==> config.mk <==
export PLATFORM = sky130hd
export DESIGN_NAME = dsack_port_responder
export DESIGN_NICKNAME = d
export VERILOG_FILES = /design/src/rtl/dsack_pkg.sv /design/src/rtl/dsack_lane_decode.sv /design/src/rtl/dsack_port_responder.sv
export SDC_FILE = /design/constraint.sdc
export NUM_CORES = 1
export LEC_CHECK = 0
export CORE_MARGIN = 5
export CORE_UTILIZATION = 58
export CTS_CLUSTER_DIAMETER = 150
export CTS_CLUSTER_SIZE = 16
export DETAILED_ROUTE_END_ITERATION = 8
export HOLD_SLACK_MARGIN = 0.02
export PLACE_DENSITY = 0.88
export RECOVER_POWER = 25
export SYNTH_ARGS = -nofsm -noshare
export SYNTH_HDL_FRONTEND = slang
export SYNTH_SLANG_ARGS = --single-unit
==> constraint.sdc <==
create_clock -name CLK40 -period 6.9 [get_ports CLK40]
set_input_delay 1.38 -clock CLK40 [delete_from_list [all_inputs] [get_ports CLK40]]
set_output_delay 1.38 -clock CLK40 [all_outputs]
set_load 0.01 [all_outputs]
==> src/rtl/dsack_pkg.sv <==
// Shared constants and types for the DSACK port responder and the U111 glue logic.
package dsack_pkg;

    localparam logic [1:0] SIZ_LONG  = 2'b00;
    localparam logic [1:0] SIZ_BYTE  = 2'b01;
    localparam logic [1:0] SIZ_WORD  = 2'b10;
    localparam logic [1:0] SIZ_3BYTE = 2'b11;

    // DSACK[1:0] is active low; the asserted pattern encodes the port width.
    localparam logic [1:0] DSACK_32   = 2'b00;
    localparam logic [1:0] DSACK_16   = 2'b01;
    localparam logic [1:0] DSACK_8    = 2'b10;
    localparam logic [1:0] DSACK_IDLE = 2'b11;

    localparam int unsigned CNT_W = 3;

    typedef enum logic [1:0] {
        ST_IDLE    = 2'd0,
        ST_WAIT    = 2'd1,
        ST_ACK     = 2'd2,
        ST_RECOVER = 2'd3
    } state_e;

    typedef struct packed {
        logic       rnw;
        logic [1:0] siz;
        logic [1:0] a;
    } req_t;

    function automatic logic [2:0] siz_nbytes(input logic [1:0] siz);
        case (siz)
            SIZ_BYTE:  return 3'd1;
            SIZ_WORD:  return 3'd2;
            SIZ_3BYTE: return 3'd3;
            SIZ_LONG:  return 3'd4;
            default:   return 3'd4;
        endcase
    endfunction

    function automatic logic [1:0] dsack_code(input int unsigned width);
        case (width)
            16:      return DSACK_16;
            8:       return DSACK_8;
            default: return DSACK_32;
        endcase
    endfunction

    // Byte b of a register word; byte 0 is bits [31:24].
    function automatic logic [7:0] word_byte(input logic [31:0] w, input logic [1:0] b);
        return 8'(w >> {2'd3 - b, 3'b000});
    endfunction

endpackage

==> src/rtl/dsack_lane_decode.sv <==
// Maps a sized 030 cycle onto active data lanes and the register byte each lane carries.
module dsack_lane_decode
    import dsack_pkg::*;
#(
    parameter int unsigned PORT_WIDTH = 32
) (
    input  logic [1:0]      siz_i,
    input  logic [1:0]      a_i,
    output logic [3:0]      lane_mask_c_o,
    output logic [3:0][1:0] lane_byte_c_o
);

    logic [2:0] nbytes_c;
    logic [3:0] first_c;
    logic [3:0] last_c;

    always_comb begin
        lane_mask_c_o = '0;
        lane_byte_c_o = '0;
        nbytes_c      = siz_nbytes(siz_i);
        first_c       = {2'b00, a_i};
        last_c        = first_c + {1'b0, nbytes_c};   // exclusive end of the byte span
        if (PORT_WIDTH == 32) begin
            for (int k = 0; k < 4; k++) begin
                lane_byte_c_o[k] = 2'(k);
                lane_mask_c_o[k] = (4'(k) >= first_c) && (4'(k) < last_c);
            end
        end else if (PORT_WIDTH == 16) begin
            // Only the half selected by A[1] is reachable; misaligned longs ack two bytes.
            lane_mask_c_o[0] = ~a_i[0];
            lane_mask_c_o[1] = a_i[0] | (nbytes_c >= 3'd2);
            lane_byte_c_o[0] = {a_i[1], 1'b0};
            lane_byte_c_o[1] = {a_i[1], 1'b1};
        end else begin
            lane_mask_c_o[0] = 1'b1;
            lane_byte_c_o[0] = a_i;
        end
    end

endmodule

==> src/rtl/dsack_port_responder.sv <==
// Local-bus target answering 030-style sized cycles with programmable wait states,
// a width-coded DSACK and lane-steered access to a small register file.
module dsack_port_responder
    import dsack_pkg::*;
#(
    parameter int unsigned PORT_WIDTH  = 32,
    parameter int unsigned WAIT_STATES = 1,
    parameter int unsigned NREGS       = 4,
    localparam int unsigned REG_W      = (NREGS > 1) ? $clog2(NREGS) : 1
) (
    input  logic             CLK40,
    input  logic             RESET,
    input  logic             nTS,
    input  logic             SEL,
    input  logic             RnW,
    input  logic [1:0]       SIZ,
    input  logic [1:0]       A,
    input  logic [REG_W-1:0] REG,
    input  logic [31:0]      D_IN,
    output logic [31:0]      D_OUT,
    output logic [0:3]       D_OE,
    output logic [1:0]       DSACK,
    output logic             OVERRUN
);

    localparam logic [1:0] ACK_CODE = dsack_code(PORT_WIDTH);

    state_e           state_q, state_d;
    logic [CNT_W-1:0] cnt_q, cnt_d;
    req_t             req_q, req_d;
    logic [REG_W-1:0] ridx_q, ridx_d;
    logic [31:0]      regs_q [NREGS];
    logic [31:0]      d_out_q, d_out_d;
    logic [0:3]       d_oe_q, d_oe_d;
    logic [1:0]       dsack_q, dsack_d;
    logic             overrun_q, overrun_d;

    logic             take_c;
    logic             busy_c;
    logic             rd_ok_c;
    logic             wr_en_c;
    logic [31:0]      rd_word_c;
    logic [3:0]       lane_mask_c;
    logic [3:0][1:0]  lane_byte_c;
    logic [3:0]       wr_be_c;
    logic [3:0][7:0]  wr_byte_c;

    // Decode follows the request that will be held after this edge.
    dsack_lane_decode #(
        .PORT_WIDTH(PORT_WIDTH)
    ) u_lane_decode (
        .siz_i         (req_d.siz),
        .a_i           (req_d.a),
        .lane_mask_c_o (lane_mask_c),
        .lane_byte_c_o (lane_byte_c)
    );

    // Cycle sequencing, request latch and overrun detection.
    always_comb begin
        state_d   = state_q;
        cnt_d     = cnt_q;
        req_d     = req_q;
        ridx_d    = ridx_q;
        overrun_d = overrun_q;
        take_c    = ~nTS & SEL;
        unique case (state_q)
            ST_IDLE, ST_RECOVER: begin
                state_d = ST_IDLE;
                if (take_c) begin
                    req_d  = '{rnw: RnW, siz: SIZ, a: A};
                    ridx_d = REG;
                    if (WAIT_STATES > 0) begin
                        state_d = ST_WAIT;
                        cnt_d   = CNT_W'(WAIT_STATES - 1);
                    end else begin
                        state_d = ST_ACK;
                    end
                end
            end
            ST_WAIT: begin
                if (take_c) overrun_d = 1'b1;
                if (cnt_q == '0) state_d = ST_ACK;
                else             cnt_d   = cnt_q - 1'b1;
            end
            ST_ACK: begin
                if (take_c) overrun_d = 1'b1;
                state_d = ST_RECOVER;
            end
            default: state_d = ST_IDLE;
        endcase
    end

    // Output registers follow the next state so DSACK and lanes line up with ACK.
    always_comb begin
        busy_c    = (state_d == ST_WAIT) || (state_d == ST_ACK);
        rd_ok_c   = 32'(ridx_d) < NREGS;
        rd_word_c = rd_ok_c ? regs_q[ridx_d] : '0;
        dsack_d   = (state_d == ST_ACK) ? ACK_CODE : DSACK_IDLE;
        wr_en_c   = (state_q == ST_ACK) && !req_q.rnw && (32'(ridx_q) < NREGS);
        d_oe_d    = '0;
        d_out_d   = '0;
        wr_be_c   = '0;
        wr_byte_c = '0;
        for (int k = 0; k < 4; k++) begin
            if (lane_mask_c[k]) begin
                if (busy_c && req_d.rnw) begin
                    d_oe_d[k]             = 1'b1;
                    d_out_d[8*(3-k) +: 8] = word_byte(rd_word_c, lane_byte_c[k]);
                end
                wr_be_c[lane_byte_c[k]]   = 1'b1;
                wr_byte_c[lane_byte_c[k]] = D_IN[8*(3-k) +: 8];
            end
        end
    end

    always_ff @(posedge CLK40) begin
        if (RESET) begin
            state_q   <= ST_IDLE;
            cnt_q     <= '0;
            req_q     <= '0;
            ridx_q    <= '0;
            d_out_q   <= '0;
            d_oe_q    <= '0;
            dsack_q   <= DSACK_IDLE;
            overrun_q <= 1'b0;
            for (int r = 0; r < NREGS; r++) regs_q[r] <= '0;
        end else begin
            state_q   <= state_d;
            cnt_q     <= cnt_d;
            req_q     <= req_d;
            ridx_q    <= ridx_d;
            d_out_q   <= d_out_d;
            d_oe_q    <= d_oe_d;
            dsack_q   <= dsack_d;
            overrun_q <= overrun_d;
            // Write data is taken on the edge that closes ACK.
            if (wr_en_c) begin
                for (int r = 0; r < NREGS; r++) begin
                    for (int b = 0; b < 4; b++) begin
                        if (ridx_q == REG_W'(r) && wr_be_c[b])
                            regs_q[r][8*(3-b) +: 8] <= wr_byte_c[b];
                    end
                end
            end
        end
    end

    assign D_OUT   = d_out_q;
    assign D_OE    = d_oe_q;
    assign DSACK   = dsack_q;
    assign OVERRUN = overrun_q;

endmodule

==> qor.yml <==
worst_hold_path:
  hold_depth: 2
  worstHoldPathType: "reg2reg"
power_and_ir_drop:
  p_sw_uw: 537
  switching_share_pct: 23.1
  clockPowerShare_pct: 40.2
  power.internal_uw: 1790
  power_uw: 2320
  pwr-share-seq_pct: 51.0
  pwr-share-comb_pct: 8.8
  power_density_nw_per_um2: 251
  leakage_uw: 0.00395
  ir_worst_vdd_uv: 192
yosys:
  synth_ff_type: "edfxtp_1"
  synthCells: 641
  synth_edf_count: 128
  synth.net_count: 692
  synth_area_um2: 7920
  yosys_warnings: 0
  synth_seq_cells: 178
  yosysSeqAreaShare_pct: 61.2
  synthDistinctLibCells: 48
  syn_avg_cell_area_um2: 12.4
  async_flop_share_pct: 0
layout:
  diodes: 0
  num-nets-final: 749
  layout-drive-gt1-share_pct: 8.02
  syn2layout_area_growth_pct: 17.1
  fillerInstances: 893
  multi_input_area_um2: 2720
  fin_util_pct: 69.8
  ff_latch_area_um2: 4840
sta:
  drv_slew: 98
  rsz0062_at_grt: "no"
  relSlewSlack_pct: -46.7
  setup_slack_ns: 0.984
  worstMarginPinSlew_ns: 2.20
  hold_violations: 0
  skew_ns: 0.00995
  setup_tns_ns: 0
  min_period_over_period_pct: 85.7
  max_freq_ghz: 0.169
  hold_slack_ns: 0.494
  finalSetupViolCount: 0
  min_period_ns: 5.92
die:
  fp-row-count: 42
  start_util_pct: 59.6
  die_h_um: 127
  die_area_um2: 16100
  pin_count: 82
  die_x_um: 127
  core_um2: 13300
drt:
  drtPass1Iterations: 5
  ant_nets: 0
  vias: 5331
  drt-initial-drc-count: 714
  viasPerCell: 6.01
  avgRoutedWirePerCell_um: 19.8
  drt-total-wl_um: 17600
  drc: 0
worst_setup_path:
  crit_type: "in2reg"
  endpoint_kind: "register"
  cp_data_required_time_ns: 6.96
  crit_fanout: 11
  r2r_cells: 11
  start_kind: "input pin"
  crit_arrival_ns: 5.98
run_status:
  outcome: "finished, violations left"
  violations: "max-capacitance violations, max-slew violations"
clock_tree:
  clk_latency_ns: 0.44
  cts_root_buf: "clkbuf_16"
  clock-sinks: 178
  cts_buffers: 17
  ctsHoldBuffers: 0
  h-tree-depth: 4
  cts_resized: 0
  cts_tree: "built"
  post_cts_buffers: 0
  clockBufferDepth: 2
  clk_pin_slew_worst_paths_ns: 0.06
place:
  place_ws_ns: 1.19
  dp_hpwl_um: 11700
  routabilityCongestion: 0.831
  port_buffers: 81
grt:
  antenna_found_initial: 0
  grt_usage_pct: 22.2
  grt_pass1_vias: 5217
  overflow: 0
  grt_pass1_wl_um: 27400
  grt_max_degree: 98
job:
  maxCapViolCount: 1
[power groups by stage]
| stage | Clock (uW) | Sequential (uW) | Combinational, uW |
|---|---|---|---|
| 2_1_floorplan | 0 | 1200 | 149 |
| 6_report | 933 | 1190 | 205 |
| 3_5_place_dp | 0 | 1210 | 204 |
| 3_3_place_gp | 0 | 1210 | 194 |
| 4_1_cts | 942 | 1190 | 206 |
| 5_1_grt | 987 | 1190 | 223 |
[synth_stat cells (2+ instances only)]
cell type  number  area (um2)
a2111oi_2       8         120
a211oi_1       56         420
a21o_1          6        45.0
a21oi_1         3        15.0
and2_1         13        81.3
and3_1         86         538
buf_1           2        7.51
buf_2          14        70.1
buf_4           4        30.0
buf_6           5        56.3
buf_8           2        30.0
clkbuf_1       20        75.1
clkbuf_2        4        20.0
dfxtp_1        50        1000
edfxtp_1      128        3840
ha_1            7        87.6
inv_1          13        48.8
mux2_2          3        33.8
mux2i_1        35         350
mux2i_2         2        27.5
mux2i_4         3        67.6
nand2_1        18        67.6
nand2b_1        5        31.3
nand3_1        33         165
nor2_1         51         191
nor2_2          3        18.8
nor2b_1        33         206
nor3_1          6        30.0
o21ai_0         8        40.0
or3_1           2        12.5
[registers in the layout, indices dropped and copies added, names as in the netlist]
name / cells
regs_q: 128
D_OUT: 32
req_q: 5
D_OE: 4
cnt_q: 3
ridx_q: 2
state_q: 2
DSACK: 1
OVERRUN: 1
[placed cells by master, fill, tap and decap left out, types with 2 or more instances in the layout]
cell,instances
clkdlybuf4s50_1,40
a21oi_1,3
a211oi_1,56
mux2i_1,36
dlygate4sd3_1,41
and2_1,11
clkbuf_1,2
buf_4,7
o21ai_0,8
or3_1,2
nand2_1,19
nor2_1,51
nor2b_1,33
inv_1,13
mux2i_4,3
ha_1,7
mux2_1,2
inv_4,2
clkbuf_8,3
nor2_2,3
edfxtp_1,128
clkinv_2,5
and2_0,2
clkbuf_16,18
a2111oi_2,8
nand2b_1,5
dfxtp_1,50
nand3_1,33
a21o_1,6
nor3_1,5
nand3b_1,2
and3_1,86
[stage by stage]
stage               cell area (um2)  cells
detailed placement             8740    855
finish                         9280    887
CTS                            9320    887
global placement               8740    855
floorplan                      7920    641
global route                   9280    887
[metal layers]
metal,up-vias,routed length (um),track usage [%],share of wire (%)
met5,-,0,0,0
met4,0,445,9.02,2.5
met3,49,1360,6.14,7.8
met2,252,8900,37.1,51
met1,2548,6870,27.4,39
li1,2482,-,-,-
[cell families after synthesis]
kind of cell	synth area share, %
fa+ha+maj	1.36
buf+inv	4.26
flops	61.2
xor+xnor	0.111
simple gates	18.2
compound gates	8.89
mux	6.05
[critical path, stage by stage]
cell,delay [ns]
dlygate4sd3_1,0.55
nand3b_1,0.62
mux2i_1,0.80
inv_1,0.21
fa_1,0.63
nand2_1,0.08
nand4b_1,0.09
mux2i_1,0.19
or2_1,0.50
o21ai_0,0.90
[final cells by class]
cell class,count,area share [%]
timing repair buffer,89,9.36
multi-input combinational,399,29.3
clock buffer,23,5.38
tap,176,2.37
sequential,178,52.2
inverter,13,0.526
clock inverter,9,0.809
[worst paths after layout]
| check | from | end | slack [ns] |
|---|---|---|---|
| worst max-delay path | nTS | regs_q[3][14] | 0.98 |
| worst min-delay path | cnt_q[1] | cnt_q[1] | 0.49 |
| worst max register to register | state_q[0] | regs_q[3][14] | 1.79 |
| worst min register to register | cnt_q[1] | cnt_q[1] | 0.49 |
Note: power is estimated with default switching activity, not from simulation.
